### config.mk
export PLATFORM = sky130hd
export DESIGN_NAME = led_shift_array
export DESIGN_NICKNAME = d
export VERILOG_FILES = /design/src/rtl/led_shift_pkg.sv /design/src/rtl/tick_divider.sv /design/src/rtl/led_shift_array.sv
export SDC_FILE = /design/constraint.sdc
export NUM_CORES = 1
export LEC_CHECK = 0
export CORE_ASPECT_RATIO = 1.75
export CORE_UTILIZATION = 51
export CTS_BUF_LIST = sky130_fd_sc_hd__clkbuf_4 sky130_fd_sc_hd__clkbuf_8 sky130_fd_sc_hd__clkbuf_16
export CTS_CLUSTER_DIAMETER = 100
export CTS_CLUSTER_SIZE = 28
export DETAILED_ROUTE_END_ITERATION = 8
export GPL_ROUTABILITY_DRIVEN = 0
export PLACE_DENSITY = 0.76
export SETUP_SLACK_MARGIN = 0.5
export SLEW_MARGIN = 20
export SYNTH_ARGS = -nofsm -noshare
export SYNTH_HDL_FRONTEND = slang
export SYNTH_SLANG_ARGS = --single-unit
### constraint.sdc
create_clock -name clock -period 1.7 [get_ports clock]
set_clock_uncertainty 0.05 [all_clocks]
set_input_delay 0.34 -clock clock [delete_from_list [all_inputs] [get_ports clock]]
set_output_delay 0.34 -clock clock [all_outputs]
set_load 0.01 [all_outputs]
### src/rtl/led_shift_pkg.sv
// Shared definitions for the LED pattern engine.
//   MODE_*  : encodings of the 2-bit step-mode input.
//   DIR_*   : encodings of the bounce direction flag.
package led_shift_pkg;

  localparam logic [1:0] MODE_ROT_L   = 2'd0;
  localparam logic [1:0] MODE_ROT_R   = 2'd1;
  localparam logic [1:0] MODE_BOUNCE  = 2'd2;
  localparam logic [1:0] MODE_JOHNSON = 2'd3;

  localparam logic DIR_LEFT  = 1'b0;  // toward the MSB
  localparam logic DIR_RIGHT = 1'b1;  // toward the LSB

endpackage

### src/rtl/tick_divider.sv
// Step-rate divider. It counts enabled cycles and emits a registered
// one-cycle strobe on every DIV-th one.
//   clock  : system clock
//   rst    : synchronous active-high reset (count and strobe to 0)
//   enable : 1 = count, 0 = hold the count with the strobe low
//   clear  : synchronous restart of the period; drops any pending strobe
//   tick   : registered single-cycle strobe
module tick_divider #(
  parameter int DIV = 12000
) (
  input  logic clock,
  input  logic rst,
  input  logic enable,
  input  logic clear,
  output logic tick
);

  if (DIV < 2) begin : g_bad_div
    $error("tick_divider: DIV must be at least 2");
  end

  localparam int CW = (DIV > 2) ? $clog2(DIV) : 1;
  localparam logic [CW-1:0] LAST = CW'(DIV - 1);

  logic [CW-1:0] cnt;

  // NOTE: sequential state is written with non-blocking assignments, so every
  // register samples the values from before the edge and process order does
  // not matter.
  always_ff @(posedge clock) begin
    if (rst || clear) begin
      cnt  <= '0;
      tick <= 1'b0;
    end else if (enable) begin
      if (cnt == LAST) begin
        cnt  <= '0;
        tick <= 1'b1;
      end else begin
        cnt  <= cnt + 1'b1;
        tick <= 1'b0;
      end
    end else begin
      tick <= 1'b0;
    end
  end

endmodule

### src/rtl/led_shift_array.sv
// LED pattern engine. A tick divider sets the step rate. The N_LEDS-bit
// pattern advances once per tick by rotate-left, rotate-right, bounce, or
// Johnson fill.
//   clock        : system clock
//   rst          : synchronous active-high reset, highest priority
//   enable       : 1 = divider counts and the pattern advances, 0 = freeze
//   mode         : step mode (see led_shift_pkg MODE_*)
//   load         : single-cycle pattern load; also restarts the tick period
//   load_pattern : value captured when load=1
//   leds         : current pattern (registered)
//   tick         : registered one-cycle step strobe
//   dir          : bounce direction (0 = toward MSB, 1 = toward LSB)
module led_shift_array
  import led_shift_pkg::*;
#(
  parameter int CLK_FREQ = 12000000,
  parameter int TICK_HZ  = 1000,
  parameter int N_LEDS   = 8,
  parameter logic [N_LEDS-1:0] RESET_PATTERN = {{(N_LEDS-1){1'b0}}, 1'b1}
) (
  input  logic              clock,
  input  logic              rst,
  input  logic              enable,
  input  logic [1:0]        mode,
  input  logic              load,
  input  logic [N_LEDS-1:0] load_pattern,
  output logic [N_LEDS-1:0] leds,
  output logic              tick,
  output logic              dir
);

  localparam int DIV = CLK_FREQ / TICK_HZ;

  if (N_LEDS < 2) begin : g_bad_width
    $error("led_shift_array: N_LEDS must be at least 2");
  end

  tick_divider #(
    .DIV (DIV)
  ) u_div (
    .clock  (clock),
    .rst    (rst),
    .enable (enable),
    .clear  (load),
    .tick   (tick)
  );

  logic [N_LEDS-1:0] step_leds;
  logic              step_dir;

  // NOTE: every signal written in an always_comb gets a default first, so
  // no path can leave it unassigned and infer a latch.
  always_comb begin
    step_leds = leds;
    step_dir  = dir;
    case (mode)
      MODE_ROT_L: step_leds = {leds[N_LEDS-2:0], leds[N_LEDS-1]};
      MODE_ROT_R: step_leds = {leds[0], leds[N_LEDS-1:1]};
      MODE_BOUNCE: begin
        // At an end of the bank the direction turns and the shift goes the
        // new way in the same step, so the lit bit never leaves the bank.
        if (dir == DIR_LEFT && leds[N_LEDS-1]) begin
          step_dir  = DIR_RIGHT;
          step_leds = leds >> 1;
        end else if (dir == DIR_RIGHT && leds[0]) begin
          step_dir  = DIR_LEFT;
          step_leds = leds << 1;
        end else if (dir == DIR_LEFT) begin
          step_leds = leds << 1;
        end else begin
          step_leds = leds >> 1;
        end
      end
      MODE_JOHNSON: step_leds = {leds[N_LEDS-2:0], ~leds[N_LEDS-1]};
      default: ;
    endcase
  end

  always_ff @(posedge clock) begin
    if (rst) begin
      leds <= RESET_PATTERN;
      dir  <= DIR_LEFT;
    end else if (load) begin
      leds <= load_pattern;
      dir  <= DIR_LEFT;
    end else if (tick && enable) begin
      leds <= step_leds;
      dir  <= step_dir;
    end
  end

endmodule

==> metrics.cfg, run 1 <==
[sta]
tightest_slew_ns = 0.382
finalMaxSlewViolations = 0
hold_violations = 0
fmax_ghz = 0.594
setup_violations = 0
fin_ws_ns = 0.0174
post-route-period-util = 0.990
max-slew-margin-rel = 0.745
rsz0062_at_grt = yes
fin_crit_ns = 1.68

[synth]
async_flop_share = 0
syn-instance-count = 151
synth.yosys.seq_area_share = 0.363
ys_ff_latch = 24
ys_warn_count = 0
syn_area_per_cell_um2 = 8.77
yosys-top-cells-count = 24 x dfxtp_1, 17 x nor2_1, 12 x nand2_1, 9 x xnor2_1
synth_edf_count = 0
synthFlopType = dfxtp_1
synth_area_leaders = dfxtp_1 36%, xnor2_1 5.9%, nor2_1 4.8%
synth_cell_types = 39
synth_top_cell_by_area = dfxtp_1
syn_nets = 166
mappedNetlistArea_mm2 = 0.00133
synth.most_common_cell = dfxtp_1
synth_top_area_frac = 0.363

[place]
dpl_worst_slack_ns = -0.311
port_buffers = 23
dp_hpwl_mm = 2.56

[hold_path]
min_path_type = register to register
whs_path_depth = 2

[clocking]
clock_latency_ns = 0.28
clkTransAtPathRegs_ns = 0.09
root_buffer = clkbuf_8
htree_levels = 1
clock-sinks = 24
numCtsBuffers = 3
cts_tree = done
clockBufferDepth = 2

[drt]
num_vias = 1646
drtIter0Drc = 81
drt_wl_total_mm = 6.08
drt-wirelength-per-cell_um = 24.5
viasPerCell = 6.64
final_antenna_net_count = 0
drc_errors = 0
drtPass1Iterations = 4

[global_routing]
grt_overflow = 0
antenna_found_initial = 0
grt_pass1_vias = 1574
grt_max_degree = 14
track_usage = 0.358
grt_pass1_wl_mm = 6.96

[final_layout]
final_layout_size_suffix_gt1_frac = 0.590
syn_to_final_growth_pct = 71.1
num-fill-cells = 88
antenna_cells = 0
final_nets = 238

[pwr]
irDropWorstVdd_mv = 0.737
p_total_mw = 1.28
leakagePower_nw = 0.860
power_density_mw_per_mm2 = 564

[worst_setup_path]
crit_type = register to register
r2r_setup_slack_ns = 0.02
critPathArrivalTime_ns = 1.76
critPathRequiredTime_ns = 1.78
worstPathCellList = or2_4 > a31oi_4 > buf_4 > mux2i_1 > o221ai_1
cp_max_fo = 5
rr_worst_depth = 5
cp_slowest_cell = dfxtp_4
cp-end-kind = register
worstSetupStartpointType = register
slowest_delay_ns = 0.38

[floorplan]
start_util = 0.538
die_w_um = 40.5
dieArea_mm2 = 0.00281
rows = 24
core_mm2 = 0.00246
ios = 24
die_y_um = 69.4

[flow_run]
drv_cap = 0

[run_status]
run_status = finished, final reports clean

-- worst paths after layout --
kind | from | end
worst max-delay path | dir | leds[2]
worst min-delay path | u_div.cnt[10] | u_div.cnt[10]
worst min register to register | u_div.cnt[10] | u_div.cnt[10]
worst max register to register | dir | leds[2]
-- power breakdown --
part	internal (mW)	switching, mW	total (mW)
sequential	0.569	0.0182	0.587
combinational	0.142	0.131	0.274
clock	0.208	0.209	0.417
total	0.919	0.359	1.28
-- routing by layer --
layer  vias to the layer above  wire [µm]  global-route usage
li1                        694          -                   -
met1                       791       1900               0.304
met2                       105       3160               0.653
met3                        56        409              0.0609
met4                         0        619               0.233
met5                         -          0                   0
-- worst max-delay path, delay by kind of cell (launching register included) --
family / cells / cell delay, ns
flip-flops: 1 / 0.38
multiplexers: 1 / 0.26
buffers and inverters: 1 / 0.16
AND/OR/NAND/NOR: 1 / 0.25
AO/OA/AOI/OAI: 2 / 0.42
-- logic make-up (layout without fill, tap and decap cells) --
kind of cell	count (synthesis)	in the layout	synth area share
muxes	5	5	0.0378
buffers and inverters	13	84	0.0500
and+or+nand+nor	71	71	0.299
AOI/OAI and AO/OA	24	24	0.155
DFF	24	24	0.363
adders and majority gates	1	1	0.00944
xor gates and xnor gates	13	13	0.0859
-- through the flow --
stage	std cells	area [µm²]	utilization	TNS, ns	hold slack, ns
after floorplan	151	1380	-	0	0.436
after global placement	211	1720	0.700	-3.16	0.459
after global routing	248	2270	0.921	-0.00978	0.522
final	248	2270	0.921	0	0.508
after detailed placement	211	1720	0.700	-3.56	0.475
after CTS	242	2070	0.840	0	0.470
-- layout by cell type (no fill, tap or decap), types with 3 or more instances in the layout --
master	netlist	routed
a21oi_1	7	6
dfxtp_1	24	3
clkdlybuf4s50_1	0	8
xnor2_1	9	9
clkbuf_8	0	4
mux2i_1	5	3
buf_2	1	9
a31oi_1	4	3
buf_6	2	17
nor2_2	0	7
nor3_1	7	3
buf_4	0	38
nor3_2	0	4
nor2_1	17	8
dfxtp_4	0	7
nand4_1	5	5
or4b_1	4	3
dfxtp_2	0	14
xor2_1	4	4
nand2_1	12	12
inv_1	5	5
-- sequential cells by signal, indices dropped and copies added, names as in the netlist --
signal / flops
u_div.cnt: 14
u_div.tick: 1
leds: 8
dir: 1
-- layout make-up --
type                    instances  area, µm²  area share
flip-flops and latches         24        524       0.231
repair buffers                 75        621       0.274
inverters                       5       18.8     0.00828
clock buffers                   4       55.1      0.0243
well taps                      26       32.5      0.0143
multi-input cells             114       1020       0.448
-- repair_timing --
item                                    4_1_cts  5_1_grt
pin swaps                                    17       17
buffers inserted                             27        6
resized for setup                            96       38
hold buffers                                  0        0
endpoints found under the setup margin       34       27
Note: power is estimated with default switching activity, not from simulation.
==> inputs of run 2 (changes only) <==
--- a/config.mk
+++ b/config.mk
@@ -6,15 +6,16 @@
 export NUM_CORES = 1
 export LEC_CHECK = 0
 export CORE_ASPECT_RATIO = 1.75
-export CORE_UTILIZATION = 51
+export CORE_UTILIZATION = 52
 export CTS_BUF_LIST = sky130_fd_sc_hd__clkbuf_4 sky130_fd_sc_hd__clkbuf_8 sky130_fd_sc_hd__clkbuf_16
 export CTS_CLUSTER_DIAMETER = 100
 export CTS_CLUSTER_SIZE = 28
 export DETAILED_ROUTE_END_ITERATION = 8
 export GPL_ROUTABILITY_DRIVEN = 0
-export PLACE_DENSITY = 0.76
+export PLACE_DENSITY = 0.77
 export SETUP_SLACK_MARGIN = 0.5
 export SLEW_MARGIN = 20
 export SYNTH_ARGS = -nofsm -noshare
 export SYNTH_HDL_FRONTEND = slang
+export SYNTH_HIERARCHICAL = 1
 export SYNTH_SLANG_ARGS = --single-unit
==> run 2 against run 1 <==
Compared with the run above: flip-flop and latch count unchanged; hold slack worse by 0.046 ns; synthesized cell count up 9.3%; maximum frequency up 24%; setup slack better by 0.32 ns; via count down 0.55%; first-iteration DRC count down 7.4%; synthesized area up 3.6%; sequential power about the same; power up 0.23%; die area up 1.5%; cell count up 1.6%; critical path type unchanged.
==> metrics.cfg, run 2 <==
[synth]
async_flop_share = 0  ; unchanged
syn_nets = 181  ; +9.0%
synth_cell_types = 46  ; +18%
syn-instance-count = 165  ; +9.3%
synthFlopType = dfxtp_1
synth.yosys.seq_area_share = 0.350  ; -0.0126
mappedNetlistArea_mm2 = 0.00137  ; +3.6%
synth_edf_count = 0  ; unchanged
synth_top_cell_by_area = dfxtp_1
synth_top_area_frac = 0.350  ; -0.0126
synth_area_leaders = dfxtp_1 35%, xor2_1 5.7%, nor2_1 5.2%
ys_warn_count = 6  ; +6
yosys-top-cells-count = 24 x dfxtp_1, 19 x nor2_1, 12 x a21oi_1, 9 x nand3_1, 9 x xor2_1
ys_ff_latch = 24  ; unchanged
synth.most_common_cell = dfxtp_1
syn_area_per_cell_um2 = 8.32  ; -5.2%

[place]
placed_cell_area_mm2 = 0.00175  ; +1.6%
port_buffers = 23  ; unchanged
dp_hpwl_mm = 2.56  ; -0.18%
placedCellCount = 223  ; +5.7%

[final_layout]
largest_reg_flops = 14  ; unchanged
fin_util = 0.894  ; -0.0267
syn_to_final_growth_pct = 62.4
layout_common_cells = 31 x buf_4, 15 x nor2_1, 11 x buf_2, 11 x buf_6, 10 x dfxtp_2
final_nets = 243  ; +2.1%
reg.largest.list = u_div/cnt x14, leds x8
stdcell_area_mm2 = 0.00223  ; -1.7%
final_layout_size_suffix_gt1_frac = 0.527  ; -0.0635
top_register = u_div/cnt
antenna_cells = 0  ; unchanged
fin_cells = 252  ; +1.6%
final_common_cell = buf_4
num-fill-cells = 112  ; +27%

[drt]
drtIter0Drc = 75  ; -7.4%
drc_errors = 0  ; unchanged
highest_layer = met4
final_antenna_net_count = 0  ; unchanged
met2_length_mm = 3.05  ; -3.3%
wl_met3_um = 193  ; -53%
drtPass1Iterations = 4  ; unchanged
viasPerCell = 6.50  ; -2.1%
m1WireLength_mm = 1.79  ; -5.9%
drt-wirelength-per-cell_um = 21.1  ; -14%
drt_wl_total_mm = 5.33  ; -12%
num_vias = 1637  ; -0.55%

[sta]
tns_ns = 0  ; unchanged
max-slew-margin-rel = 0.729  ; -0.0166
tightest_slew_ns = 0.406  ; +0.0245 ns
setup_violations = 0  ; unchanged
rsz0062_at_grt = yes
finalMaxSlewViolations = 0  ; unchanged
fmax_ghz = 0.736  ; +24%
fin_crit_ns = 1.36  ; -0.324 ns
hold_violations = 0  ; unchanged
post-route-period-util = 0.799  ; -0.191

[floorplan]
core_mm2 = 0.00249  ; +1.2%
rows = 24  ; unchanged
start_util = 0.551  ; +0.0126
die_y_um = 70.0  ; +0.77%
die_w_um = 40.8  ; +0.75%
ios = 24  ; unchanged
dieArea_mm2 = 0.00286  ; +1.5%

[hold_path]
whs_path_depth = 3  ; +1
min_path_type = input port to register
hold_path_end = leds[1]
hold_start = rst

[flow_run]
drv_cap = 0  ; unchanged

[clocking]
clock_latency_ns = 0.27  ; about the same
clock-sinks = 24  ; unchanged
cts_tree = done
htree_levels = 1  ; unchanged
root_buffer = clkbuf_8
numCtsBuffers = 3  ; unchanged
cts_hold_buf = 0  ; unchanged
clockBufferDepth = 2  ; unchanged
clkTransAtPathRegs_ns = 0.09  ; about the same

[run_status]
run_status = finished, final reports clean

[worst_setup_path]
critPathArrivalTime_ns = 1.49  ; -0.27 ns
crit_type = register to register
cp_slowest_cell = dfxtp_4
crit_family = compound AO/OA/AOI/OAI gates
worstPathCellList = nand2b_2 > a21oi_2 > buf_4 > o21ai_1 > a31oi_1
cp-end-kind = register
r2r_end = leds[5]
rr_worst_depth = 5  ; unchanged
slowest_delay_ns = 0.37  ; about the same
r2r_setup_slack_ns = 0.34  ; +0.32 ns
r2r_start = leds[0]
critPathRequiredTime_ns = 1.83  ; +0.05 ns
worstSetupStartpointType = register
cp_max_fo = 6  ; +1
critPathBufInv = 1  ; unchanged

[global_routing]
grt_pass1_wl_mm = 6.88  ; -1.1%
antenna_found_initial = 0  ; unchanged
grt_pass1_vias = 1617  ; +2.7%
track_usage = 0.338  ; -0.0202
grt_max_degree = 15  ; +1
grt_overflow = 0  ; unchanged

[pwr]
leakagePower_nw = 0.905  ; +5.3%
p_total_mw = 1.28  ; +0.23%
irDropWorstVdd_mv = 0.494  ; -33%
power_density_mw_per_mm2 = 575  ; +2.0%

## run 2: cell types whose count changed after synthesis, sizes merged, moves of 4 or more
| cell | delta |
|---|---|
| xor2 | +5 |
| xnor2 | -5 |
| buf | +4 |
| o31ai | +5 |
| nand3 | +4 |
| nand2 | -8 |
| a21oi | +5 |
| or4b | -4 |
| o21ai | +8 |
| and4 | +4 |
## run 2: kinds of logic after synthesis
group / after synthesis / synth area share
AND/OR/NAND/NOR: 65 / 0.272
XOR/XNOR: 13 / 0.0830
flip-flops: 24 / 0.350
multiplexers: 2 / 0.0146
adder cells (fa/ha/maj): 2 / 0.0182
buffers and inverters: 17 / 0.0583
AO/OA/AOI/OAI: 42 / 0.204
## run 2: metal layers
metal	global-route usage	vias to the layer above
met4	0.181	0
met2	0.611	76
met3	0.0508	31
met5	0	-
met1	0.315	806
li1	-	724
## run 2: metrics by stage
step | worst slack (ns) | hold slack, ns
2_1_floorplan | 0.408 | 0.359
3_3_place_gp | -0.0870 | 0.451
3_5_place_dp | -0.155 | 0.469
4_1_cts | 0.381 | 0.486
5_1_grt | 0.250 | 0.441
6_report | 0.342 | 0.462
## run 2: repair_timing
action / CTS / global route
setup endpoints to repair: 34 / 26
hold endpoints to repair: 0 / 0
gates cloned: 2 / 0
gates resized for setup: 76 / 55
pin swaps: 19 / 22
setup buffers: 18 / 5
## run 2: layout make-up
class,instances,area [µm²],area share
Clock buffer,4,66.3,0.0298
Inverter,8,30.0,0.0135
Multi-Input combinational cell,125,1050,0.473
Sequential cell,24,523,0.235
Tap cell,26,32.5,0.0146
Timing Repair Buffer,65,523,0.235
## run 2: worst register-to-register path: stages, from the launching register on
cell and delay [ns]:
dfxtp_4 0.37, nand2b_2 0.22, a21oi_2 0.17, buf_4 0.15
o21ai_1 0.08, a31oi_1 0.24
## run 2: worst max-delay path by stage
stage / from / end / slack [ns] / cells after the start
detailed placement: mode[1] / leds[1] / -0.16 / 5
CTS: leds[7] / leds[1] / 0.38 / 4
floorplan: dir / leds[1] / 0.41 / 5
global route: leds[0] / leds[5] / 0.25 / 5
finish: leds[0] / leds[5] / 0.34 / 5
global placement: mode[1] / leds[1] / -0.09 / 5
## run 2: power by group
group	internal (mW)	switching [mW]	total (mW)
clock	0.256	0.185	0.440
sequential	0.570	0.0155	0.585
combinational	0.128	0.127	0.255
